==> config.mk <==
export PLATFORM = sky130hd
export DESIGN_NAME = program_loader_flat
export DESIGN_NICKNAME = d
export VERILOG_FILES = /design/src/rtl/program_loader_if.sv /design/src/rtl/program_loader.sv /design/src/flat_wrapper.sv
export SDC_FILE = /design/constraint.sdc
export NUM_CORES = 1
export LEC_CHECK = 0
export ABC_AREA = 1
export CAP_MARGIN = 40
export CELL_PAD_IN_SITES_DETAIL_PLACEMENT = 1
export CELL_PAD_IN_SITES_GLOBAL_PLACEMENT = 2
export CORE_ASPECT_RATIO = 0.8
export CORE_MARGIN = 4
export CORE_UTILIZATION = 26
export CTS_BUF_LIST = sky130_fd_sc_hd__clkbuf_4 sky130_fd_sc_hd__clkbuf_8
export DETAILED_ROUTE_END_ITERATION = 16
export PLACE_DENSITY_LB_ADDON = 0.05
export SLEW_MARGIN = 25
export SYNTH_ARGS = -nofsm -noshare
export SYNTH_HDL_FRONTEND = slang
export SYNTH_SLANG_ARGS = --single-unit
==> constraint.sdc <==
create_clock -name clk -period 1.4 [get_ports clk]
set_clock_uncertainty 0.1 [all_clocks]
set_input_delay 0.28 -clock clk [delete_from_list [all_inputs] [get_ports clk]]
set_output_delay 0.28 -clock clk [all_outputs]
set_load 0.02 [all_outputs]
==> src/rtl/program_loader_if.sv <==
// Program memory port shared by the loader (master) and the memory (slave).
interface program_loader_if #(
    parameter int unsigned ADDR_W = 8
);
    localparam int unsigned WORD_W = 4;

    logic [ADDR_W-1:0] mem_addr;
    logic [WORD_W-1:0] mem_data;
    logic              mem_we;
    logic [WORD_W-1:0] mem_rdata;

    modport master (
        output mem_addr,
        output mem_data,
        output mem_we,
        input  mem_rdata
    );

    modport slave (
        input  mem_addr,
        input  mem_data,
        input  mem_we,
        output mem_rdata
    );
endinterface

==> src/rtl/program_loader.sv <==
// Interactive program loader: button-driven entry of 4-bit opcodes into a
// program memory, with bracket-depth tracking, backspace and a terminating
// stop word. All outputs are registered.
module program_loader #(
    parameter int unsigned ADDR_W = 8
) (
    input  logic              clk,
    input  logic              reset,
    input  logic              start,
    input  logic              enter,
    input  logic              backspace,
    input  logic              finish,
    input  logic [3:0]        cmd_in,
    program_loader_if.master  mem,
    output logic [ADDR_W-1:0] prog_len,
    output logic [ADDR_W-1:0] depth,
    output logic              busy,
    output logic              ready,
    output logic              reject
);
    localparam int unsigned WORD_W = 4;

    localparam logic [WORD_W-1:0] OP_OPEN    = 4'd4;
    localparam logic [WORD_W-1:0] OP_CLOSE   = 4'd5;
    localparam logic [WORD_W-1:0] OP_BAD_LO  = 4'd8;
    localparam logic [WORD_W-1:0] OP_BAD_HI  = 4'd14;
    localparam logic [WORD_W-1:0] OP_STOP    = 4'd15;
    localparam logic [ADDR_W-1:0] WP_LAST    = {ADDR_W{1'b1}};
    localparam logic [ADDR_W-1:0] ONE        = ADDR_W'(1);

    typedef enum logic [2:0] {
        IDLE,
        ACCEPT,
        WRITE,
        BK_RD,
        BK_ADJ,
        TERM,
        DONE
    } state_t;

    state_t            state;
    logic [ADDR_W-1:0] wp;
    logic [ADDR_W-1:0] dep;
    logic              enter_q;
    logic              backspace_q;
    logic              finish_q;

    logic              enter_edge;
    logic              backspace_edge;
    logic              finish_edge;
    logic              fin_req;
    logic              bk_req;
    logic              ent_req;
    logic              cmd_illegal;
    logic              enter_ok;

    assign prog_len = wp;
    assign depth    = dep;

    // Button edges and priority resolution (finish > backspace > enter).
    always_comb begin
        enter_edge     = enter & ~enter_q;
        backspace_edge = backspace & ~backspace_q;
        finish_edge    = finish & ~finish_q;
        // A stop opcode entered via enter behaves exactly like finish.
        fin_req        = finish_edge | (enter_edge & (cmd_in == OP_STOP));
        bk_req         = ~fin_req & backspace_edge;
        ent_req        = ~fin_req & ~backspace_edge & enter_edge;
        cmd_illegal    = (cmd_in >= OP_BAD_LO) && (cmd_in <= OP_BAD_HI);
        // Last slot is kept free for the stop word; ']' needs an open '['.
        enter_ok       = !cmd_illegal
                         && !((cmd_in == OP_CLOSE) && (dep == '0))
                         && (wp != WP_LAST);
    end

    // Loader FSM with registered memory port and status outputs.
    always_ff @(posedge clk) begin
        if (reset) begin
            state        <= IDLE;
            wp           <= '0;
            dep          <= '0;
            enter_q      <= 1'b0;
            backspace_q  <= 1'b0;
            finish_q     <= 1'b0;
            mem.mem_addr <= '0;
            mem.mem_data <= '0;
            mem.mem_we   <= 1'b0;
            busy         <= 1'b0;
            ready        <= 1'b0;
            reject       <= 1'b0;
        end else begin
            enter_q     <= enter;
            backspace_q <= backspace;
            finish_q    <= finish;
            reject      <= 1'b0;

            case (state)
                IDLE, DONE: begin
                    if (start) begin
                        state        <= ACCEPT;
                        wp           <= '0;
                        dep          <= '0;
                        mem.mem_addr <= '0;
                        busy         <= 1'b1;
                        ready        <= 1'b0;
                    end
                end

                ACCEPT: begin
                    if (fin_req) begin
                        if (dep != '0) begin
                            reject <= 1'b1;
                        end else begin
                            state        <= TERM;
                            mem.mem_we   <= 1'b1;
                            mem.mem_data <= OP_STOP;
                        end
                    end else if (bk_req) begin
                        if (wp == '0) begin
                            reject <= 1'b1;
                        end else begin
                            state        <= BK_RD;
                            mem.mem_addr <= wp - ONE;
                        end
                    end else if (ent_req) begin
                        if (!enter_ok) begin
                            reject <= 1'b1;
                        end else begin
                            state        <= WRITE;
                            mem.mem_we   <= 1'b1;
                            mem.mem_data <= cmd_in;
                        end
                    end
                end

                WRITE: begin
                    state        <= ACCEPT;
                    mem.mem_we   <= 1'b0;
                    mem.mem_data <= '0;
                    wp           <= wp + ONE;
                    mem.mem_addr <= wp + ONE;
                    if (mem.mem_data == OP_OPEN) begin
                        dep <= dep + ONE;
                    end else if (mem.mem_data == OP_CLOSE) begin
                        dep <= dep - ONE;
                    end
                end

                // Address wp-1 is already on the bus; wait out the read latency.
                BK_RD: begin
                    state <= BK_ADJ;
                end

                // Undo the depth effect of the removed command.
                BK_ADJ: begin
                    state <= ACCEPT;
                    wp    <= wp - ONE;
                    if (mem.mem_rdata == OP_OPEN) begin
                        dep <= dep - ONE;
                    end else if (mem.mem_rdata == OP_CLOSE) begin
                        dep <= dep + ONE;
                    end
                end

                TERM: begin
                    state        <= DONE;
                    mem.mem_we   <= 1'b0;
                    mem.mem_data <= '0;
                    busy         <= 1'b0;
                    ready        <= 1'b1;
                end

                default: begin
                    state <= IDLE;
                end
            endcase
        end
    end
endmodule

==> src/flat_wrapper.sv <==
// flat-port wrapper written by rule: the top's interface ports become plain ports
module program_loader_flat 
#(
    parameter int unsigned ADDR_W = 8
)
  (clk, reset, start, enter, backspace, finish, cmd_in, prog_len, depth, busy, ready, reject, mem_mem_addr, mem_mem_data, mem_mem_we, mem_mem_rdata);
  program_loader_if #(.ADDR_W(ADDR_W)) mem_i ();
  input  logic clk;
  input  logic reset;
  input  logic start;
  input  logic enter;
  input  logic backspace;
  input  logic finish;
  input  logic [3:0] cmd_in;
  output logic [ADDR_W-1:0] prog_len;
  output logic [ADDR_W-1:0] depth;
  output logic busy;
  output logic ready;
  output logic reject;
  output wire logic [$bits(mem_i.mem_addr)-1:0] mem_mem_addr;
  output wire logic [$bits(mem_i.mem_data)-1:0] mem_mem_data;
  output wire logic [$bits(mem_i.mem_we)-1:0] mem_mem_we;
  input wire logic [$bits(mem_i.mem_rdata)-1:0] mem_mem_rdata;
  assign mem_mem_addr = mem_i.mem_addr;
  assign mem_mem_data = mem_i.mem_data;
  assign mem_mem_we = mem_i.mem_we;
  assign mem_i.mem_rdata = mem_mem_rdata;
  program_loader #(.ADDR_W(ADDR_W)) u_core (.clk(clk), .reset(reset), .start(start), .enter(enter), .backspace(backspace), .finish(finish), .cmd_in(cmd_in), .mem(mem_i), .prog_len(prog_len), .depth(depth), .busy(busy), .ready(ready), .reject(reject));
endmodule
==> results.md, run 1 <==
- Met1 Usage GRT: 23.8%
- Largest net degree at the start of global routing: 20
- Clock Latency Late Sink: 0.30 ns
- CTS root buffer: clkbuf_8
- Adder-cell area share of the yosys netlist: 2.94%
- Crit path max fanout: 4
- Final nets: 584
- Die W: 119 um
- CTS Buf Count: 5
- FF+latch count, synth: 38
- Worst VDD drop: 0.754 mV
- CTS clk-pin slew, worst paths: 0.08 ns
- IO Port Bufs: 45
- DP HPWL: 7730 um
- Antenna violations before repair: 0
- CTS sink cnt: 38
- Syn. warnings: 0
- Critical-path cell list: inv_4 -> ha_4 -> nor3b_4 -> nand3_1 -> o21ai_2 -> nor2_4 -> a21oi_2 -> nor2_1
- Crit-path max cell delay: 0.37 ns
- Critical path class: reg2reg
- Static Leak: 2.19 nW
- Final setup fails: 33
- Worst setup SP type: flip-flop
- Number of distinct library cells after synthesis: 33
- Starting density of the core: 26.5%
- FF-to-FF End: u_core.state[1]
- Via Count: 3237
- CP endpoint: u_core.state[1]
- Post-synthesis xor/xnor area fraction: 4.81%
- Global Route Usage Sum: 17.8%
- Drt drc: 0
- Iter 0 DRT Violations: 99
- Syn avg cell area: 6.33 um^2
- Pwr Density: 2160 nW/um^2
- Synthesized area: 2550 um^2
- Global-route wire length before repair: 17000 um
- Post-placement cell count: 657
- Fmax: 0.598 GHz
- WHS Path Cells: 2
- Vias in the first global route: 3429
- Setup crit end kind: flip-flop
- Grt ovf: 0
- Min Tclk post-route: 1.67 ns
- Hold buffer count at CTS: 0
- Vias per cell: 4.73
- Final period util: 120%
- CORE AREA: 9610 um^2
- WL/cell: 15.3 um
- CTS tree: yes
- Share of cells above drive strength 1: 48.0%
- Final hold slack: 0.363 ns
- Slowest stage cell, crit path: dfxtp_4
- Failing checks: setup timing
- Worst Path Required: 1.49 ns
- Final hold vios: 0
- R2r setup slk: -0.27 ns
- Compound-Gate Fraction of Synth Area: 14.9%
- Max Root-Sink Buffers: 2
- Largest family of logic cells by synthesized area: simple AND/OR/NAND/NOR gates
- Die height: 96.6 um
- DIE AREA: 11500 um^2
- Final Non-Filler Cells: 684
- Routed Wire Length: 10500 um
- Gate Count Post-Synth: 403
- Cell count of the worst reg-to-reg path: 8
- Fin worst setup slack: -0.273 ns
- Status: complete, but fails checks
- Post-synthesis simple-gate area fraction: 37.4%
- WP data arrival: 1.77 ns
- Mux cell area share after synthesis: 0%
- DRT Pass-1 Iters: 4
- Critical path startpoint: u_core.prog_len[1]
- M3 GR Usage: 2.98%
- Final ANT Viol Nets: 0
- GRT busiest layer: met2
- Max-Cap Viols: 0
- Top-Level Pins: 46
- N_diodes: 0
- Tightest Pin Transition: 0.302 ns
- Slew Limit Fails: 0
- Post-Synthesis Net Count: 423
- Min-delay src: u_core.mem.mem_addr[1]
- Setup TNS: -6.30 ns
- RR Startpoint: u_core.prog_len[1]
- RePlAce Congestion: 0.847
- # rows: 32
- Seq/Total Area, Yosys: 29.8%
- Slew HR: 79.9%
- H-tree levels: 2
- Met2 GRT Util: 30.7%
- Worst Hold Class: reg2reg
- RSZ-0062 raised after global routing: true
- Layout area overhead: 82.3%
==> worst min path at each step <==
stage	to	slack, ns
final	u_core.mem.mem_addr[1]	0.36
after global routing	u_core.mem.mem_addr[1]	0.40
after CTS	u_core.mem.mem_addr[0]	0.37
after detailed placement	u_core.mem.mem_addr[0]	0.36
after global placement	u_core.mem.mem_we	0.35
after floorplan	u_core.backspace_q	0.29
==> metal layers <==
metal  routed length [um]  vias up
met1                 5050     1555
li1                     -     1633
met3                  401        5
met5                    0        -
met2                 5000       44
met4                   40        0
==> cells by family (layout without fill, tap and decap cells) <==
group | after synthesis | after routing
and+or+nand+nor | 212 | 213
AOI/OAI and AO/OA | 70 | 70
buffers and inverters | 63 | 224
DFF | 38 | 38
xor gates and xnor gates | 14 | 14
adders and majority gates | 6 | 6
==> where the power goes <==
group          switching (mW)  internal [mW]  total (mW)  leakage [nW]
Clock                   0.449          0.573        1.02        0.0593
Combinational            3.90           3.29        7.19          1.81
Sequential              0.341           1.48        1.82         0.322
Total                    4.69           5.35        10.0          2.19
==> cell usage in the layout (no fill, tap or decap), types with 2 or more instances in the layout <==
cell / netlist / final
a21oi_1: 26 / 14
a21oi_2: 0 / 12
a31oi_1: 4 / 4
buf_12: 0 / 2
buf_2: 2 / 10
buf_4: 1 / 97
buf_6: 2 / 20
clkbuf_4: 0 / 2
clkbuf_8: 0 / 5
clkdlybuf4s15_1: 0 / 4
clkdlybuf4s15_2: 0 / 5
clkdlybuf4s50_1: 0 / 9
dfxtp_1: 38 / 20
dfxtp_2: 0 / 10
dfxtp_4: 0 / 8
dlygate4sd2_1: 0 / 8
dlymetal6s2s_1: 0 / 4
ha_4: 0 / 6
inv_1: 51 / 41
inv_2: 4 / 6
inv_4: 0 / 7
nand2_1: 90 / 67
nand2_2: 3 / 20
nand2_4: 1 / 6
nand3_1: 32 / 24
nand3_2: 2 / 7
nand3_4: 0 / 4
nand4_1: 12 / 12
nor2_1: 59 / 45
nor2_2: 2 / 8
nor2_4: 3 / 11
nor3_1: 3 / 2
o211ai_1: 2 / 2
o21ai_0: 30 / 10
o21ai_1: 3 / 12
o21ai_2: 2 / 12
xor2_1: 13 / 13
==> registers in the layout, summed over array words and instances, names as in the netlist <==
| register | flops |
|---|---|
| u_core.reject | 1 |
| u_core.backspace_q | 1 |
| u_core.mem.mem_addr | 8 |
| u_core.mem.mem_we | 1 |
| u_core.state | 3 |
| u_core.prog_len | 8 |
| u_core.mem.mem_data | 4 |
| u_core.ready | 1 |
| u_core.enter_q | 1 |
| u_core.busy | 1 |
| u_core.depth | 8 |
| u_core.finish_q | 1 |
==> critical path, delay by kind of cell, from the launching register on <==
family / cells / cell delay [ns]
AO/OA/AOI/OAI: 2 / 0.35
adder cells (fa/ha/maj): 1 / 0.12
buffers and inverters: 1 / 0.07
flip-flops: 1 / 0.37
AND/OR/NAND/NOR: 4 / 0.56
==> cells in the mapped netlist (all sizes together) <==
library cell / instances / area [um^2]
dfxtp: 38 / 761
ha: 6 / 75.1
a31oi: 5 / 37.5
xor2: 13 / 114
nand3: 34 / 180
o211ai: 2 / 15.0
o22ai: 1 / 6.26
nand3b: 1 / 7.51
nor2: 64 / 268
clkbuf: 3 / 11.3
nand4: 13 / 96.3
a21oi: 26 / 130
o2111ai: 1 / 8.76
inv: 55 / 206
nor3b: 1 / 7.51
nand2: 94 / 368
or2: 2 / 12.5
nor3: 3 / 15.0
o21ai: 35 / 183
buf: 5 / 40.0
xnor2: 1 / 8.76
==> layout make-up <==
| cell class | instances | area (um^2) |
|---|---|---|
| clock inverters | 1 | 30.0 |
| well taps | 119 | 149 |
| inverters | 55 | 229 |
| clock buffers | 7 | 83.8 |
| flip-flops and latches | 38 | 803 |
| fillers | 1200 | 4960 |
| multi-input cells | 303 | 1990 |
| repair buffers | 161 | 1370 |
==> per-stage QoR <==
stage	setup WS [ns]	util, %	area [um^2]	total power, mW
after detailed placement	-0.628	41.4	3980	7.63
final	-0.273	48.4	4650	10.0
after CTS	-0.240	45.9	4410	9.40
after global placement	-0.566	41.4	3980	7.51
after global routing	-0.391	48.4	4650	10.8
after floorplan	-0.204	-	2700	5.03
==> what timing repair did <==
item | CTS | global route
hold endpoints to repair | 0 | 0
buffers inserted | 11 | 8
pin swaps | 31 | 35
gates resized for setup | 179 | 66
gates cloned | 1 | 1
setup endpoints to repair | 66 | 45
Power figures use the tool's default switching activity.
==> inputs of run 2 (changes only) <==
CORE_UTILIZATION = 29   (was 26)
SETUP_SLACK_MARGIN = 0.5   (was default)
clock period = 1.8 ns   (was 1.4 ns; I/O delays follow)
==> results.md, run 2 (synthesis results as in run 1) <==
- Share of cells above drive strength 1: 53.1%
- Commonest non-fill, non-tap cell in the layout: buf_4
- Global Route Usage Sum: 20.5%
- Final period util: 96.0%
- Via Count: 3320
- CTS sink cnt: 38
- WP data arrival: 1.82 ns
- Final hold vios: 0
- RSZ-0062 raised after global routing: true
- Max Root-Sink Buffers: 2
- Vias per cell: 5.02
- WL/cell: 17.2 um
- Min-Delay Endpoint: u_core.finish_q
- Min Tclk post-route: 1.73 ns
- Top Layer Used: met4
- RR Startpoint: u_core.prog_len[1]
- CTS clk-pin slew, worst paths: 0.08 ns
- CTS root buffer: clkbuf_8
- Met1 Wirelength: 5230 um
- Critical-path cell list: inv_6 -> ha_4 -> nor3b_4 -> nand3_4 -> o21ai_4 -> nor2_4 -> a21oi_2 -> nor2_1
- Fin util: 55.8%
- CORE AREA: 8520 um^2
- Layout area overhead: 86.3%
- Slowest stage cell, crit path: dfxtp_4
- DRT Pass-1 Iters: 4
- Max-Cap Viols: 0
- CTS tree: yes
- Antenna violations before repair: 0
- Pre-CTS WS: -0.296 ns
- R2r setup slk: 0.07 ns
- Die height: 91.9 um
- Worst Hold Class: in2reg
- Cell count of the worst reg-to-reg path: 8
- DIE AREA: 10400 um^2
- H-tree levels: 2
- WL met2: 5530 um
- FF-to-FF End: u_core.state[2]
- Final setup fails: 0
- # rows: 30
- DP HPWL: 7190 um
- Worst VDD drop: 0.670 mV
- Pwr Density: 1690 nW/um^2
- Top-Level Pins: 46
- Drt drc: 0
- WL met3: 398 um
- Critical path class: reg2reg
- Grt ovf: 0
- WHS Path Cells: 3
- Critical path startpoint: u_core.prog_len[1]
- Fmax: 0.579 GHz
- Global-route wire length before repair: 17000 um
- Worst setup SP type: flip-flop
- Final ANT Viol Nets: 0
- Final Power: 8.01 mW
- Starting density of the core: 29.9%
- Routed Wire Length: 11400 um
- IO Port Bufs: 45
- Static Leak: 2.18 nW
- Tightest Pin Transition: 0.328 ns
- Die W: 113 um
- Status: complete, no violations
- Crit path max fanout: 4
- Setup crit end kind: flip-flop
- N_diodes: 0
- CTS Buf Count: 5
- Min-delay src: finish
- Clock Latency Late Sink: 0.30 ns
- Vias in the first global route: 3294
- Fin worst setup slack: 0.0728 ns
- Crit-path max cell delay: 0.39 ns
- Final hold slack: 0.300 ns
- Commonest cells after routing, fill and taps aside: 84 x buf_4, 61 x nand2_1, 45 x nor2_1
- RePlAce Congestion: 0.801
- Iter 0 DRT Violations: 126
- Slew Limit Fails: 0
- Worst Path Required: 1.90 ns
- Slew HR: 78.1%
- Largest net degree at the start of global routing: 20
- Final nets: 569
[run 2: critical path: cells and delay by family, from the launching register on]
family / cells / cell delay (ns)
simple gates: 4 / 0.58
buf+inv: 1 / 0.08
flops: 1 / 0.39
fa+ha+maj: 1 / 0.12
compound gates: 2 / 0.35
[run 2: through the flow]
step,setup TNS (ns),cells,area (um^2)
6_report,0,662,4750
5_1_grt,0,662,4750
4_1_cts,0,639,4240
3_5_place_dp,-5.54,597,3590
3_3_place_gp,-4.69,597,3590
2_1_floorplan,0,403,2710
[run 2: what timing repair did]
action / 4_1_cts / 5_1_grt
hold buffers: 0 / 0
buffers inserted: 33 / 23
cloned: 1 / 0
pin swaps: 47 / 35
resized for setup: 273 / 108
endpoints found under the setup margin: 65 / 60
[run 2: worst max path at each step]
stage / endpoint / slack, ns
final: u_core.state[2] / 0.07
after global routing: u_core.state[1] / 0.01
after CTS: u_core.mem.mem_data[1] / 0.14
after detailed placement: u_core.state[2] / -0.30
after global placement: u_core.state[2] / -0.25
after floorplan: u_core.mem.mem_addr[4] / 0.20
[run 2: routing by layer]
metal | vias up | GRT usage [%]
li1 | 1604 | -
met1 | 1631 | 27.9
met2 | 67 | 33.7
met3 | 18 | 3.56
met4 | 0 | 4.60
met5 | - | 0
[run 2: power by group]
group | internal [mW] | switching (mW)
clock | 0.285 | 0.338
combinational | 2.62 | 3.20
sequential | 1.19 | 0.376
total | 4.10 | 3.92
[run 2: final cells by class]
cell class	instances	area, um^2
fill	1046	3770
multi-input combinational	303	2140
timing repair buffer	146	1300
sequential	38	841
inverter	55	243
tap	112	140
clock buffer	6	76.3
clock inverter	2	10.0
